`config.mk`:
```
export PLATFORM = sky130hd
export DESIGN_NAME = data_mem_arbiter
export DESIGN_NICKNAME = d
export VERILOG_FILES = /design/src/rtl/data_mem_arbiter.sv
export SDC_FILE = /design/constraint.sdc
export NUM_CORES = 1
export LEC_CHECK = 0
export BUFFER_PORTS_ARGS = -buffer_cell sky130_fd_sc_hd__buf_2
export CORE_MARGIN = 3
export CORE_UTILIZATION = 40
export DETAILED_ROUTE_END_ITERATION = 10
export PLACE_DENSITY_LB_ADDON = 0.12
export RECOVER_POWER = 25
export SYNTH_ARGS = -nofsm -noshare
export SYNTH_HDL_FRONTEND = slang
export SYNTH_SLANG_ARGS = --single-unit
```
`constraint.sdc`:
```
create_clock -name clock -period 2.8 [get_ports clock]
set_input_delay 0.28 -clock clock [delete_from_list [all_inputs] [get_ports clock]]
set_output_delay 0.28 -clock clock [all_outputs]
set_load 0.01 [all_outputs]
```
`src/rtl/data_mem_arbiter.sv`:
```
// Purpose : two-port round-robin arbiter in front of a single-ported 32-bit data memory.
// Latency : request sampled in IDLE -> memory access next cycle -> ack one cycle later (3-cycle occupancy).
// Backpress: requesters hold req/we/addr/wdata until their ack; the loser of a tie simply waits in IDLE.
//
// Ports:
//   clock, reset_n            single clock, synchronous active-low reset
//   req/we/addr/wdata 0,1     requester inputs (byte address, word index = addr[31:2])
//   ack/err/rdata 0,1         per-port completion pulse, error flag and read data
//   mem_read/mem_write        memory enables, high only during ACCESS of a legal request
//   mem_addr/mem_wdata        memory address / write data, zero outside ACCESS
//   mem_rdata                 combinational read data from the memory
//   busy                      high whenever a transaction is in flight
`timescale 1ns/1ps
`default_nettype none

module data_mem_arbiter #(
    parameter int MEM_WORDS = 256
) (
    input  logic        clock,
    input  logic        reset_n,
    input  logic        req0,
    input  logic        req1,
    input  logic        we0,
    input  logic        we1,
    input  logic [31:0] addr0,
    input  logic [31:0] addr1,
    input  logic [31:0] wdata0,
    input  logic [31:0] wdata1,
    output logic        ack0,
    output logic        ack1,
    output logic        err0,
    output logic        err1,
    output logic [31:0] rdata0,
    output logic [31:0] rdata1,
    output logic        mem_read,
    output logic        mem_write,
    output logic [31:0] mem_addr,
    output logic [31:0] mem_wdata,
    input  logic [31:0] mem_rdata,
    output logic        busy
);

    typedef enum logic [1:0] {
        IDLE   = 2'd0,
        ACCESS = 2'd1,
        RESP   = 2'd2
    } state_t;

    state_t      state;
    state_t      state_nxt;

    logic        last_grant;   // port granted most recently; the other port wins a tie
    logic        cur_port;
    logic        cur_we;
    logic        cur_illegal;
    logic [31:0] cur_addr;
    logic [31:0] cur_wdata;

    logic        grant_vld;
    logic        grant_port;
    logic        sel_we;
    logic [31:0] sel_addr;
    logic [31:0] sel_wdata;
    logic [31:0] rdata_load;

    function automatic logic addr_illegal(input logic [31:0] a);
        return (a[1:0] != 2'b00) || (32'(a[31:2]) >= 32'(MEM_WORDS));
    endfunction

    // Single requester wins outright; on a tie the port not granted last wins.
    always_comb begin
        grant_vld  = req0 | req1;
        grant_port = (req0 && req1) ? ~last_grant : req1;
        sel_we     = grant_port ? we1    : we0;
        sel_addr   = grant_port ? addr1  : addr0;
        sel_wdata  = grant_port ? wdata1 : wdata0;
    end

    // Write and illegal requests return zero data.
    assign rdata_load = (!cur_illegal && !cur_we) ? mem_rdata : 32'h0;

    always_comb begin
        state_nxt = state;
        mem_read  = 1'b0;
        mem_write = 1'b0;
        mem_addr  = 32'h0;
        mem_wdata = 32'h0;
        ack0      = 1'b0;
        ack1      = 1'b0;
        err0      = 1'b0;
        err1      = 1'b0;
        case (state)
            IDLE: begin
                if (grant_vld) begin
                    state_nxt = ACCESS;
                end
            end
            ACCESS: begin
                state_nxt = RESP;
                mem_addr  = cur_addr;
                mem_wdata = cur_we ? cur_wdata : 32'h0;
                // Gating with reset_n keeps a reset that lands during ACCESS from
                // committing the write on that same clock edge.
                if (!cur_illegal && reset_n) begin
                    mem_read  = ~cur_we;
                    mem_write = cur_we;
                end
            end
            RESP: begin
                state_nxt = IDLE;
                ack0      = ~cur_port;
                ack1      = cur_port;
                err0      = ~cur_port & cur_illegal;
                err1      = cur_port & cur_illegal;
            end
            default: begin
                state_nxt = IDLE;
            end
        endcase
    end

    assign busy = (state != IDLE);

    always_ff @(posedge clock) begin
        if (!reset_n) begin
            state       <= IDLE;
            last_grant  <= 1'b1;
            cur_port    <= 1'b0;
            cur_we      <= 1'b0;
            cur_illegal <= 1'b0;
            cur_addr    <= 32'h0;
            cur_wdata   <= 32'h0;
            rdata0      <= 32'h0;
            rdata1      <= 32'h0;
        end else begin
            state <= state_nxt;
            if (state == IDLE && grant_vld) begin
                last_grant  <= grant_port;
                cur_port    <= grant_port;
                cur_we      <= sel_we;
                cur_addr    <= sel_addr;
                cur_wdata   <= sel_wdata;
                cur_illegal <= addr_illegal(sel_addr);
            end
            if (state == ACCESS) begin
                if (cur_port) begin
                    rdata1 <= rdata_load;
                end else begin
                    rdata0 <= rdata_load;
                end
            end
        end
    end

endmodule

`default_nettype wire

```
==> metrics.sh <==
OUTCOME='complete, no violations'
P_COMB_SHARE_PCT=15.7
CRIT_BUF_INV=1
SEQUENTIAL_TO_TOTAL_AREA_SHARE_FROM_YOSYS_STAT_PCT=42.4
FINALHOLDVIOLATIONS=0
PORT_BUFFERS=300
NUMBER_OF_DRC_MARKERS_IN_ITERATION_0=282
VIASPERCELL=4.99
FIRST_PASS_ITERS=5
TOTAL_LEAKAGE_POWER_nW=4.30
WORSTPATHREQUIRED_NS=3.10
CRITPATHSLOWESTCELL='sky130_fd_sc_hd__clkbuf_1'
SLEW_VIOL_FINAL=0
GLOBAL_ROUTE_WIRE_LENGTH_BEFORE_REPAIR_UM=28800
TIMING.CLOCK.SKEW_NS=0.0116
FINAL_WIRELENGTH_UM=18200
FINAL_ROUTED_DRC_VIOLATION_TOTAL=0
POST-CTS-SETUP-BUFFERS=0
DETAILED_PLACE.AREA_MM2=0.00788
CTS_INSERTED_BUFFERS=17
SYN_NETS=865
YS.WARNINGS.COUNT=0
POSTSYNTHREGISTERBITS=134
CLK_ROOT_BUFFER_CELL='sky130_fd_sc_hd__clkbuf_16'
COUNT_OF_CELLS_RESIZED_BY_POST_CTS_REPAIR=0
MAX-SLEW-MARGIN-REL_PCT=8.01
CRITICAL_PATH.STARTPOINT_TYPE='register'
INITIAL_CORE_UTIL_PCT=41.3
POWER.SWITCHING_mW=1.37
LARGEST_NET_DEGREE_AT_THE_START_OF_GLOBAL_ROUTING=100
VIA_COUNT_OF_THE_FIRST_GLOBAL_ROUTING_PASS=5636
SYNTH.MOST_COMMON_CELL='sky130_fd_sc_hd__dfxtp_1'
DRV.MAX_CAP_VIOLATION_COUNT=0
POWER_SWITCHING_SHARE_PCT=26.5
SYNTH_LARGEST_TYPE_AREA_FRACTION_PCT=42.4
SYN_AREA_MM2=0.00633
NUM_VIAS=5931
POWER-PER-CELL-AREA_mW_PER_MM2=616
MOST_USED_FLIP_FLOP_CELL_AFTER_SYNTHESIS='sky130_fd_sc_hd__dfxtp_1'
WORST_SETUP_PATH_CATEGORY='reg -> reg'
MIN_PERIOD_OVER_PERIOD_PCT=78.7
CTS_HOLD_BUFFERS=0
HOLD_PATH.CLASS='in -> reg'
LAST_WEIGHTED_CONGESTION_VALUE_OF_THE_ROUTABILITY_DRIVEN_PLACER=0.786
INSERTION_DELAY_NS=0.41
CLK_PIN_SLEW_NS=0.06
IO_PINS=301
VDD.IR_DROP.WORST_uV=383
ASYNC_SET_RESET_FLOP_SHARE_OUT_OF_SYNTHESIS_PCT=0
DRT.ANTENNA.VIOLATING_NETS=0
CRITPATHCAPTURETYPE='register'
CRIT_PATH_CELL_TRACE='or2_1, nor2_4, clkbuf_1, nand2_1, o211a_1'
DIODES=0
CTSLONGESTPATHBUFFERS=2
LARGEST_AREA_CONTRIBUTOR_IN_THE_NETLIST='sky130_fd_sc_hd__dfxtp_1'
FP.COREAREA_MM2=0.0153
PRECTSSETUPSLACK_NS=0.914
STDCELL_AREA_MM2=0.00838
GRT_SETUP_UNREPAIRED='no'
SEQUENTIALPOWERSHARE_PCT=41.3
WL_PER_CELL_UM=15.3
FINALCRITICALPERIOD_NS=2.20
CRITICAL_PATH.MAX_STAGE_DELAY_NS=1.01
DP_HPWL_UM=12900
SETUP-VIOLATIONS-FINAL=0
DIE-WIDTH_UM=132
GLOBALROUTETOTALUTIL_PCT=20.1
CRIT_PATH_MAX_FANOUT=35
AREA.GROWTH.SYNTH_TO_FINAL_PCT=32.4
CLOCKPOWERSHARE_PCT=43.1
YOSYS-TOP-CELLS-AREA='sky130_fd_sc_hd__dfxtp_1, sky130_fd_sc_hd__mux2i_1, sky130_fd_sc_hd__o211a_1, sky130_fd_sc_hd__nand2_1, sky130_fd_sc_hd__a21boi_0'
CTS_TREE='yes'
LAYOUT-DRIVE-GT1-SHARE_PCT=29.3
DIE-AREA_MM2=0.0174
SYNTH_ENABLE_FLOP_CELLS=0
GRT_ANTENNA_BEFORE_REPAIR=1
UPPER_CLOCK_FREQUENCY_LIMIT_GHz=0.454
PLACEMENTROWS=45
SYN_INST=699
SETUP_TOTAL_NEGATIVE_SLACK_NS=0
CP_DATA_ARRIVAL_TIME_NS=2.50
CRIT_FAMILY='buffers and inverters'
CTS.HTREE.LEVELS=4
FINAL_NETS=1130
COUNT_OF_CLOCK_TREE_SINKS=134
WORST_PIN_SLEW_NS=1.38
MEAN_INSTANCE_SIZE_IN_THE_SYNTHESIZED_NETLIST_UM2=9.05
GLOBAL_ROUTE.OVERFLOW_TOTAL=0
TIMING.FINAL.WS_SETUP_NS=0.595
CHIPHEIGHT_UM=132
SYNTHDISTINCTLIBCELLS=27
INTERNAL_POWER_mW=3.79
YOSYS-TOP-CELLS-COUNT='sky130_fd_sc_hd__dfxtp_1, sky130_fd_sc_hd__nand2_1, sky130_fd_sc_hd__nand3_1'
power groups by stage:
stage	registers (mW)	logic, mW	clock network, mW
2_1_floorplan	2.16	0.546	0
3_3_place_gp	2.17	0.825	0
3_5_place_dp	2.17	0.828	0
4_1_cts	2.13	0.831	2.27
5_1_grt	2.15	0.901	2.35
6_report	2.13	0.808	2.22
final cells by class:
class	count	area, um^2
fill	1511	6940
clock inverter	11	124
multi-input combinational	496	3280
sequential	134	2680
clock buffer	21	470
timing repair buffer	315	1560
tap	211	264
final timing paths:
check,from,depth (start not counted),to,slack (ns)
max,state[1]$_SDFFE_PN0P_,5,cur_wdata[12]$_SDFFE_PN0P_,0.60
min,mem_rdata[28],3,rdata1[28]$_SDFFE_PN0P_,0.13
max reg2reg,state[1]$_SDFFE_PN0P_,5,cur_wdata[12]$_SDFFE_PN0P_,0.60
min reg2reg,rdata1[17]$_SDFFE_PN0P_,2,rdata1[17]$_SDFFE_PN0P_,0.45
cell usage in the layout (no fill, tap or decap), types with 2 or more instances in the layout:
| master | netlist | layout |
|---|---|---|
| sky130_fd_sc_hd__a21boi_0 | 46 | 46 |
| sky130_fd_sc_hd__and3_1 | 34 | 34 |
| sky130_fd_sc_hd__nor2b_1 | 3 | 2 |
| sky130_fd_sc_hd__clkinv_4 | 0 | 2 |
| sky130_fd_sc_hd__nor4_1 | 12 | 12 |
| sky130_fd_sc_hd__nand2_1 | 133 | 133 |
| sky130_fd_sc_hd__clkinvlp_4 | 0 | 3 |
| sky130_fd_sc_hd__nor2_1 | 3 | 2 |
| sky130_fd_sc_hd__o21ai_0 | 3 | 3 |
| sky130_fd_sc_hd__mux2i_1 | 65 | 65 |
| sky130_fd_sc_hd__clkbuf_16 | 0 | 17 |
| sky130_fd_sc_hd__nor2_4 | 1 | 2 |
| sky130_fd_sc_hd__buf_4 | 12 | 12 |
| sky130_fd_sc_hd__buf_12 | 0 | 2 |
| sky130_fd_sc_hd__a21boi_1 | 20 | 19 |
| sky130_fd_sc_hd__bufinv_16 | 0 | 2 |
| sky130_fd_sc_hd__dfxtp_1 | 134 | 134 |
| sky130_fd_sc_hd__and2_1 | 36 | 36 |
| sky130_fd_sc_hd__clkinv_2 | 0 | 3 |
| sky130_fd_sc_hd__o211a_1 | 65 | 65 |
| sky130_fd_sc_hd__nand3_1 | 66 | 66 |
| sky130_fd_sc_hd__buf_2 | 24 | 235 |
| sky130_fd_sc_hd__clkbuf_1 | 23 | 66 |
| sky130_fd_sc_hd__nand4_1 | 2 | 2 |
| sky130_fd_sc_hd__clkbuf_8 | 0 | 3 |
cells by family (layout without fill, tap and decap cells):
kind of cell | Yosys count | after routing | synth area share (%)
and+or+nand+nor | 295 | 295 | 22.7
muxes | 65 | 65 | 10.3
buffers and inverters | 69 | 347 | 6.11
AOI/OAI and AO/OA | 136 | 136 | 18.5
DFF | 134 | 134 | 42.4
registers in the layout (all words and copies together), names as in the netlist:
name and flops:
cur_port 1, cur_we 1, rdata0 32, cur_wdata 32, last_grant 1, cur_illegal 1, cur_addr 32, state 2
rdata1 32
layer usage:
| metal | track usage [%] | up-vias | part of all wire (%) |
|---|---|---|---|
| met3 | 6.56 | 16 | 7.0 |
| met1 | 25.1 | 2726 | 44 |
| met4 | 4.84 | 2 | 1.1 |
| li1 | - | 2992 | - |
| met2 | 33.9 | 195 | 48 |
| met5 | 0 | - | 0.038 |
stage by stage:
step	utilization [%]	hold WS [ns]	total power, mW	std cells
after global routing	54.7	0.126	5.40	1188
after global placement	51.5	0.439	2.99	1156
after floorplan	-	0.426	2.70	699
after detailed placement	51.5	0.442	3.00	1156
final	54.7	0.129	5.16	1188
after CTS	55.3	0.111	5.23	1188
worst reg2reg max path, delay by kind of cell, from the launching register on:
| kind | cells | cell delay (ns) |
|---|---|---|
| AOI/OAI and AO/OA | 1 | 0.19 |
| DFF | 1 | 0.31 |
| buffers and inverters | 1 | 1.01 |
| and+or+nand+nor | 3 | 0.59 |
No activity file was read; power rests on OpenSTA's default activity.
